`config.mk`:
```
export PLATFORM = sky130hd
export DESIGN_NAME = fwd_hazard_unit_flat
export DESIGN_NICKNAME = d
export VERILOG_FILES = /design/src/rtl/fwd_hazard_unit_pkg.sv /design/src/rtl/fwd_hazard_unit_if.sv /design/src/rtl/fwd_hazard_unit_md_busy_counter.sv /design/src/rtl/fwd_hazard_unit.sv /design/src/flat_wrapper.sv
export SDC_FILE = /design/constraint.sdc
export NUM_CORES = 1
export LEC_CHECK = 0
export ABC_AREA = 1
export BUFFER_PORTS_ARGS = -buffer_cell sky130_fd_sc_hd__clkbuf_2
export CORE_ASPECT_RATIO = 1.25
export CORE_UTILIZATION = 55
export CTS_BUF_LIST = sky130_fd_sc_hd__clkbuf_8
export DETAILED_ROUTE_END_ITERATION = 16
export HOLD_SLACK_MARGIN = 0.06
export PLACE_DENSITY = 0.78
export SETUP_SLACK_MARGIN = 0.3
export SLEW_MARGIN = 0
export SYNTH_ARGS = -nofsm -noshare
export SYNTH_HDL_FRONTEND = slang
export SYNTH_HIERARCHICAL = 1
export SYNTH_SLANG_ARGS = --single-unit
```
`constraint.sdc`:
```
create_clock -name clk -period 1.8 [get_ports clk]
set_clock_uncertainty 0.15 [all_clocks]
set_input_delay 0.18 -clock clk [delete_from_list [all_inputs] [get_ports clk]]
set_output_delay 0.18 -clock clk [all_outputs]
set_load 0.1 [all_outputs]
```
`src/rtl/fwd_hazard_unit_pkg.sv`:
```
// Shared definitions for the forwarding/hazard controller: mux select codes,
// the "operand unused" Tuse code, and the Tnew saturating-decrement helper.
// Pure declarations, no logic; imported by the interface, sub-module and top.
package fwd_hazard_unit_pkg;

    // Select codes of the 3-input forwarding muxes. 00 makes the mux emit
    // zero and is never driven by this block.
    typedef enum logic [1:0] {
        SEL_ZERO = 2'b00,
        SEL_OWN  = 2'b01,
        SEL_M    = 2'b10,
        SEL_W    = 2'b11
    } fwd_sel_e;

    // Tuse value meaning the operand is not read at all.
    localparam logic [1:0] TUSE_NONE = 2'b11;

    // Tnew ages by one per stage and bottoms out at zero.
    function automatic logic [1:0] sat_dec(input logic [1:0] t);
        return (t == 2'd0) ? 2'd0 : t - 2'd1;
    endfunction

endpackage

```
`src/rtl/fwd_hazard_unit_if.sv`:
```
// Purpose: bundle of decode info in, stall/forward selects out, for the hazard unit.
// Latency: n/a (wires only).
// Backpressure: stall is the only flow control; the datapath holds D while it is high.
// master = datapath side (drives decode info and the mult/div start pulse);
// slave  = fwd_hazard_unit (drives stall, the four mux selects and md_busy).
interface fwd_hazard_unit_if #(
    parameter int REG_AW = 5
);
    logic [REG_AW-1:0] d_rs;
    logic [REG_AW-1:0] d_rt;
    logic [1:0]        d_tuse_rs;
    logic [1:0]        d_tuse_rt;
    logic [REG_AW-1:0] d_dst;
    logic [1:0]        d_tnew;
    logic              d_uses_md;
    logic              e_md_start;
    logic              e_md_is_div;

    logic              stall;
    logic [1:0]        sel_d_rs;
    logic [1:0]        sel_d_rt;
    logic [1:0]        sel_e_rs;
    logic [1:0]        sel_e_rt;
    logic              md_busy;

    modport master (
        output d_rs, d_rt, d_tuse_rs, d_tuse_rt, d_dst, d_tnew, d_uses_md,
        output e_md_start, e_md_is_div,
        input  stall, sel_d_rs, sel_d_rt, sel_e_rs, sel_e_rt, md_busy
    );

    modport slave (
        input  d_rs, d_rt, d_tuse_rs, d_tuse_rt, d_dst, d_tnew, d_uses_md,
        input  e_md_start, e_md_is_div,
        output stall, sel_d_rs, sel_d_rt, sel_e_rs, sel_e_rt, md_busy
    );
endinterface

```
`src/rtl/fwd_hazard_unit_md_busy_counter.sv`:
```
// Purpose: HI/LO unit busy tracker; loads on a mult/div start, then counts down to 0.
// Latency: busy_o rises the cycle after start_i and stays up for the loaded count.
// Backpressure: none; the caller folds start_i/busy_o into its own stall.
// Ports: clk, rst_n (async, active low), start_i (one-cycle issue pulse),
//        is_div_i (qualifies start_i), busy_o (count != 0).
module md_busy_counter #(
    parameter int MUL_CYCLES = 5,
    parameter int DIV_CYCLES = 10
) (
    input  logic clk,
    input  logic rst_n,
    input  logic start_i,
    input  logic is_div_i,
    output logic busy_o
);

    localparam int CW = $clog2(DIV_CYCLES + 1);

    logic [CW-1:0] cnt_q;
    logic [CW-1:0] cnt_d;

    // A start always reloads, even if a previous op were still counting;
    // the D-stage stall keeps that from happening in practice.
    always_comb begin
        cnt_d = cnt_q;
        if (start_i) begin
            cnt_d = is_div_i ? CW'(DIV_CYCLES) : CW'(MUL_CYCLES);
        end else if (cnt_q != '0) begin
            cnt_d = cnt_q - CW'(1);
        end
    end

    always_ff @(posedge clk or negedge rst_n) begin
        if (!rst_n) begin
            cnt_q <= '0;
        end else begin
            cnt_q <= cnt_d;
        end
    end

    assign busy_o = (cnt_q != '0);

endmodule

```
`src/rtl/fwd_hazard_unit.sv`:
```
// Purpose: Tuse/Tnew hazard and forwarding controller for the 5-stage pipeline.
// Latency: all outputs combinational from tracked E/M/W state plus current D inputs.
// Backpressure: asserts stall to freeze PC/D and inject a bubble into E.
// Ports: clk, rst_n (async, active low); hz (slave modport of fwd_hazard_unit_if)
//        carrying decode info in and stall / sel_d_* / sel_e_* / md_busy out.
module fwd_hazard_unit
    import fwd_hazard_unit_pkg::*;
#(
    parameter int REG_AW     = 5,
    parameter int MUL_CYCLES = 5,
    parameter int DIV_CYCLES = 10
) (
    input logic              clk,
    input logic              rst_n,
    fwd_hazard_unit_if.slave hz
);

    // E needs its source addresses for the E-stage muxes. Sources of older
    // stages are never consulted, and Tnew has no meaning once a result
    // reaches W, so those stages keep only what the match logic reads.
    typedef struct packed {
        logic [REG_AW-1:0] rs;
        logic [REG_AW-1:0] rt;
        logic [REG_AW-1:0] dst;
        logic [1:0]        tnew;
    } e_ent_t;

    typedef struct packed {
        logic [REG_AW-1:0] dst;
        logic [1:0]        tnew;
    } m_ent_t;

    e_ent_t            e_q, e_d;
    m_ent_t            m_q, m_d;
    logic [REG_AW-1:0] w_dst_q, w_dst_d;

    logic stall_rs;
    logic stall_rt;
    logic stall_md;
    logic stall_raw;
    logic md_busy;

    // Register $0 is hard-wired, so a write to it never produces a hazard.
    function automatic logic hit(input logic [REG_AW-1:0] a,
                                 input logic [REG_AW-1:0] dst);
        return (a != '0) && (a == dst);
    endfunction

    // M entry's Tnew has already been aged by one on the E->M move, so it
    // directly says how many more cycles until the value exists.
    function automatic logic op_hazard(input logic [REG_AW-1:0] a,
                                       input logic [1:0]        tuse,
                                       input e_ent_t            e,
                                       input m_ent_t            m);
        if (tuse == TUSE_NONE) begin
            return 1'b0;
        end
        return (hit(a, e.dst) && (e.tnew > tuse)) ||
               (hit(a, m.dst) && (m.tnew > tuse));
    endfunction

    // Nearest producer wins. An M producer that is not ready yet is covered
    // by stall, but the select must still fall back to own-stage, not W.
    function automatic logic [1:0] src_sel(input logic [REG_AW-1:0] a,
                                           input m_ent_t            m,
                                           input logic [REG_AW-1:0] w_dst);
        if (hit(a, m.dst)) begin
            return (m.tnew == 2'd0) ? SEL_M : SEL_OWN;
        end
        if (hit(a, w_dst)) begin
            return SEL_W;
        end
        return SEL_OWN;
    endfunction

    // D has no mux leg for E results, so an E match always selects own-stage.
    function automatic logic [1:0] d_sel(input logic [REG_AW-1:0] a,
                                         input e_ent_t            e,
                                         input m_ent_t            m,
                                         input logic [REG_AW-1:0] w_dst);
        if (hit(a, e.dst)) begin
            return SEL_OWN;
        end
        return src_sel(a, m, w_dst);
    endfunction

    md_busy_counter #(
        .MUL_CYCLES (MUL_CYCLES),
        .DIV_CYCLES (DIV_CYCLES)
    ) u_md_cnt (
        .clk      (clk),
        .rst_n    (rst_n),
        .start_i  (hz.e_md_start),
        .is_div_i (hz.e_md_is_div),
        .busy_o   (md_busy)
    );

    always_comb begin
        stall_rs  = op_hazard(hz.d_rs, hz.d_tuse_rs, e_q, m_q);
        stall_rt  = op_hazard(hz.d_rt, hz.d_tuse_rt, e_q, m_q);
        // The start pulse counts as busy in its own cycle, before the counter loads.
        stall_md  = hz.d_uses_md && (md_busy || hz.e_md_start);
        stall_raw = stall_rs || stall_rt || stall_md;
    end

    // Pipeline advance: a stalled D turns into an all-zero bubble in E.
    always_comb begin
        e_d = '0;
        if (!stall_raw) begin
            e_d.rs   = hz.d_rs;
            e_d.rt   = hz.d_rt;
            e_d.dst  = hz.d_dst;
            e_d.tnew = hz.d_tnew;
        end
        m_d.dst  = e_q.dst;
        m_d.tnew = sat_dec(e_q.tnew);
        w_dst_d  = m_q.dst;
    end

    always_ff @(posedge clk or negedge rst_n) begin
        if (!rst_n) begin
            e_q     <= '0;
            m_q     <= '0;
            w_dst_q <= '0;
        end else begin
            e_q     <= e_d;
            m_q     <= m_d;
            w_dst_q <= w_dst_d;
        end
    end

    // Stall is masked by reset so a D instruction waiting on the start pulse
    // cannot hold the pipeline while reset is asserted.
    assign hz.stall    = rst_n && stall_raw;
    assign hz.md_busy  = md_busy;
    assign hz.sel_d_rs = d_sel(hz.d_rs, e_q, m_q, w_dst_q);
    assign hz.sel_d_rt = d_sel(hz.d_rt, e_q, m_q, w_dst_q);
    // A bubble in E has rs=rt=0, which never matches, so it selects own-stage.
    assign hz.sel_e_rs = src_sel(e_q.rs, m_q, w_dst_q);
    assign hz.sel_e_rt = src_sel(e_q.rt, m_q, w_dst_q);

endmodule

```
`src/flat_wrapper.sv`:
```
// flat-port wrapper written by rule: the top's interface ports become plain ports
module fwd_hazard_unit_flat import fwd_hazard_unit_pkg::*;
#(
    parameter int REG_AW     = 5,
    parameter int MUL_CYCLES = 5,
    parameter int DIV_CYCLES = 10
)
  (clk, rst_n, hz_d_rs, hz_d_rt, hz_d_tuse_rs, hz_d_tuse_rt, hz_d_dst, hz_d_tnew, hz_d_uses_md, hz_e_md_start, hz_e_md_is_div, hz_stall, hz_sel_d_rs, hz_sel_d_rt, hz_sel_e_rs, hz_sel_e_rt, hz_md_busy);
  fwd_hazard_unit_if #(.REG_AW(REG_AW)) hz_i ();
  input logic clk;
  input logic rst_n;
  input wire logic [$bits(hz_i.d_rs)-1:0] hz_d_rs;
  input wire logic [$bits(hz_i.d_rt)-1:0] hz_d_rt;
  input wire logic [$bits(hz_i.d_tuse_rs)-1:0] hz_d_tuse_rs;
  input wire logic [$bits(hz_i.d_tuse_rt)-1:0] hz_d_tuse_rt;
  input wire logic [$bits(hz_i.d_dst)-1:0] hz_d_dst;
  input wire logic [$bits(hz_i.d_tnew)-1:0] hz_d_tnew;
  input wire logic [$bits(hz_i.d_uses_md)-1:0] hz_d_uses_md;
  input wire logic [$bits(hz_i.e_md_start)-1:0] hz_e_md_start;
  input wire logic [$bits(hz_i.e_md_is_div)-1:0] hz_e_md_is_div;
  output wire logic [$bits(hz_i.stall)-1:0] hz_stall;
  output wire logic [$bits(hz_i.sel_d_rs)-1:0] hz_sel_d_rs;
  output wire logic [$bits(hz_i.sel_d_rt)-1:0] hz_sel_d_rt;
  output wire logic [$bits(hz_i.sel_e_rs)-1:0] hz_sel_e_rs;
  output wire logic [$bits(hz_i.sel_e_rt)-1:0] hz_sel_e_rt;
  output wire logic [$bits(hz_i.md_busy)-1:0] hz_md_busy;
  assign hz_i.d_rs = hz_d_rs;
  assign hz_i.d_rt = hz_d_rt;
  assign hz_i.d_tuse_rs = hz_d_tuse_rs;
  assign hz_i.d_tuse_rt = hz_d_tuse_rt;
  assign hz_i.d_dst = hz_d_dst;
  assign hz_i.d_tnew = hz_d_tnew;
  assign hz_i.d_uses_md = hz_d_uses_md;
  assign hz_i.e_md_start = hz_e_md_start;
  assign hz_i.e_md_is_div = hz_e_md_is_div;
  assign hz_stall = hz_i.stall;
  assign hz_sel_d_rs = hz_i.sel_d_rs;
  assign hz_sel_d_rt = hz_i.sel_d_rt;
  assign hz_sel_e_rs = hz_i.sel_e_rs;
  assign hz_sel_e_rt = hz_i.sel_e_rt;
  assign hz_md_busy = hz_i.md_busy;
  fwd_hazard_unit #(.REG_AW(REG_AW), .MUL_CYCLES(MUL_CYCLES), .DIV_CYCLES(DIV_CYCLES)) u_core (.clk(clk), .rst_n(rst_n), .hz(hz_i));
endmodule
```
==> results.ini <==
[outcome]
outcome = finished, violations left
violations = DRC, setup timing

[grt]
antenna_found_initial = 0
grt_usage_pct = 38.16
gr-total-overflow = 0
grt_pass1_vias = 2447
grt_max_degree = 34
grt_pass1_wl_um = 11480

[floorplanning]
io-pin-count = 36
fp.dieW_um = 57.87
start_util_pct = 57.17
core_area_mm2 = 0.003754
row_count = 25
dieArea_mm2 = 0.004157
die_y_um = 71.84

[clock_tree]
cts_tree = built
clk_path_buf_depth = 2
ctsRootBufferMaster = clkbuf_8
path_clk_slew_ns = 0.07
htreeDepth = 2
clk_latency_ns = 0.30
cts-buffers-inserted = 5
cts.sinks = 33

[worst_setup_path]
r2r_end = u_core/e_q[9]
reg2reg_depth = 10
r2r_slack_ns = -0.41
critPathLaunchType = flop
crit_required_ns = 1.47
cp_slowest_cell = dfrtp_2
crit_type = flop to output port
rr_startpoint = u_core/w_dst_d[3]
critical_path.startpoint = u_core/w_dst_d[3]
end_kind = output port
arrival_ns = 2.20
cp-endpoint = hz_stall
cp_max_fo = 4
slowest_delay_ns = 0.48
path_cells = buf_12 > xnor2_1 > nand2_1 > inv_2 > nand3_1 > nand2_1 > nand2_2 > nand3_4 > nand2_4 > clkinvlp_4 > buf_12

[power]
switching_power_mw = 1.053
seq_power_share_pct = 33.1
power_frac_comb_pct = 40.2
p_leak_nw = 1.624
cell_internal_pwr_mw = 1.738
powerDensity_mw_per_mm2 = 816.2
netSwitchingFraction_pct = 37.71
clkPwrFrac_pct = 26.7
ir_worst_vdd_mv = 0.8115

[route]
firstDrtPassIters = 11
wirelength_um = 9367
wl_per_cell_um = 23.54
detail_route.vias_per_cell = 6.324
via_count = 2517
ant_nets = 0
drcViolationCount = 2
drt_iter0_drc = 325

[timing]
slew_headroom_pct = 71.51
period_minus_slack_ns = 2.531
tightest_slew_ns = 0.4274
rsz0062_at_grt = true
max_freq_mhz = 395.1
slew_violations = 0
whs_ns = 0.09217
finalSetupViolations = 26
hold_viol_final = 0
period_share_pct = 140.6
setup_ws_ns = -0.7309

[final_layout]
nFillCells = 129
post-route-util_pct = 91.10
final_nets = 393
area_growth_pct = 59.36
diodes = 0
drive_above_1_share_pct = 43.58

[synth]
ys_ff_latch = 33
syn_area_per_cell_um2 = 7.860
ys_seq_area_share_pct = 38.48
yosys.cell_types.count = 25
syn_nets = 309
yosys_warnings = 6
synth_cells = 273
syn_area_mm2 = 0.002146
synth_top_area_share_pct = 38.48
yosysTopAreaCell = dfrtp_1
synth_area_leaders = dfrtp_1 (38%), xnor2_1 (13%), nand2_1 (11%), inv_1 (7.5%), ha_1 (5.8%)

[placed_design]
port_buffers = 35
gp_congestion = 0.8413
dp_worst_setup_slack_ns = -0.08552
dp_hpwl_um = 3616

[job]
max_cap_violations = 0

[min_path]
hold_path.class = input pin to flop

[layout make-up]
cell class                 instances  area, µm²  share of cell area [%]
inverter                          43      165.2                   4.830
clock buffer                       6      82.58                   2.415
clock inverter                     2      33.78                  0.9879
tap                               40      50.05                   1.464
multi-input combinational        193       1500                   43.87
sequential                        33      843.3                   24.66
timing repair buffer              81      744.5                   21.77
[what timing repair did]
action	CTS	global route
hold endpoints to repair	49	0
pin swaps	22	24
gates resized for setup	34	41
setup buffers	9	8
setup endpoints to repair	27	27
hold buffers	17	0
[per-layer routing]
metal / wire length (µm) / global-route usage (%) / part of all wire (%) / vias to the layer above
met1: 3050 / 37.43 / 33 / 1156
met4: 1038 / 27.78 / 11 / 0
met5: 0 / 0 / 0 / -
li1: - / - / - / 1011
met2: 4382 / 66.67 / 47 / 234
met3: 895 / 11.37 / 9.6 / 116
[worst max-delay path, delay by kind of cell (launching register included)]
kind	cells	cell delay, ns
xor+xnor	1	0.21
buf+inv	4	0.52
flops	1	0.48
simple gates	6	0.67
[state kept, by name, summed over array words and instances (netlist names)]
| signal | count |
|---|---|
| u_core/e_q | 17 |
| u_core/w_dst_q | 5 |
| u_core/w_dst_d | 5 |
| u_core/m_q | 2 |
| u_core/u_md_cnt/cnt_q | 4 |
[through the flow]
stage	TNS (ns)	instances	total power [mW]	instance area, µm²
2_1_floorplan	-3.141	273	1.444	2286
3_3_place_gp	-0.05191	356	1.667	2696
3_5_place_dp	-0.1589	356	1.686	2696
4_1_cts	-2.201	390	2.527	3187
5_1_grt	-10.04	398	2.867	3420
6_report	-10.23	398	2.791	3420
[power groups by stage]
stage                     clock, mW  sequential (mW)  combinational [mW]
after floorplan                   0            0.880               0.563
after global placement            0            0.906               0.762
after detailed placement          0            0.909               0.777
after CTS                     0.725            0.901               0.901
after global routing          0.775            0.926                1.17
final                         0.745            0.923                1.12
[synthesized netlist by cell type (all sizes together)]
| master | number |
|---|---|
| o21ai | 5 |
| ha | 10 |
| nand4 | 10 |
| a21oi | 10 |
| or2 | 2 |
| nor4 | 1 |
| clkbuf | 3 |
| nand2 | 64 |
| buf | 1 |
| xor2 | 8 |
| nand3 | 12 |
| nor3 | 6 |
| dfrtp | 33 |
| o31ai | 1 |
| nor3b | 1 |
| inv | 43 |
| xnor2 | 33 |
| nor2 | 30 |
[worst min path at each step]
stage | endpoint | startpoint | cells past startpoint
final | u_core/e_q[11] | hz_d_rt[4] | 3
after global routing | u_core/e_q[11] | hz_d_rt[4] | 3
after CTS | u_core/e_q[11] | hz_d_rt[4] | 3
after detailed placement | u_core/e_q[11] | rst_n | 2
after global placement | u_core/e_q[11] | rst_n | 2
after floorplan | u_core/e_q[0] | rst_n | 0
[kinds of logic (layout without fill, tap and decap cells)]
logic type      count (synthesis)  count (layout)  share of synthesized area (%)
buf+inv                        47             132                          8.688
xor+xnor                       41              41                          16.73
simple gates                  126             126                          26.41
flops                          33              33                          38.48
fa+ha+maj                      10              10                          5.831
compound gates                 16              16                          3.848
[cells in the final DEF (no fill, tap or decap), types with 2 or more instances in the layout]
cell type / instances
xnor2_2: 6
nand2_8: 3
clkbuf_8: 6
nand2_2: 13
xor2_1: 7
dlygate4sd3_1: 17
buf_12: 11
inv_2: 7
nand4_1: 10
ha_4: 5
buf_6: 5
nand2_1: 45
buf_4: 23
xnor2_1: 26
ha_1: 5
nor3_2: 5
nand3_1: 8
or2_2: 2
a21oi_2: 7
a21oi_1: 3
nor2_4: 4
inv_1: 36
dfrtp_1: 19
nand3_2: 2
o21ai_1: 2
nor2_2: 4
clkbuf_2: 25
nand2_4: 3
nand3_4: 2
nor2_1: 22
dfrtp_2: 14
Note: power is estimated with default switching activity, not from simulation.
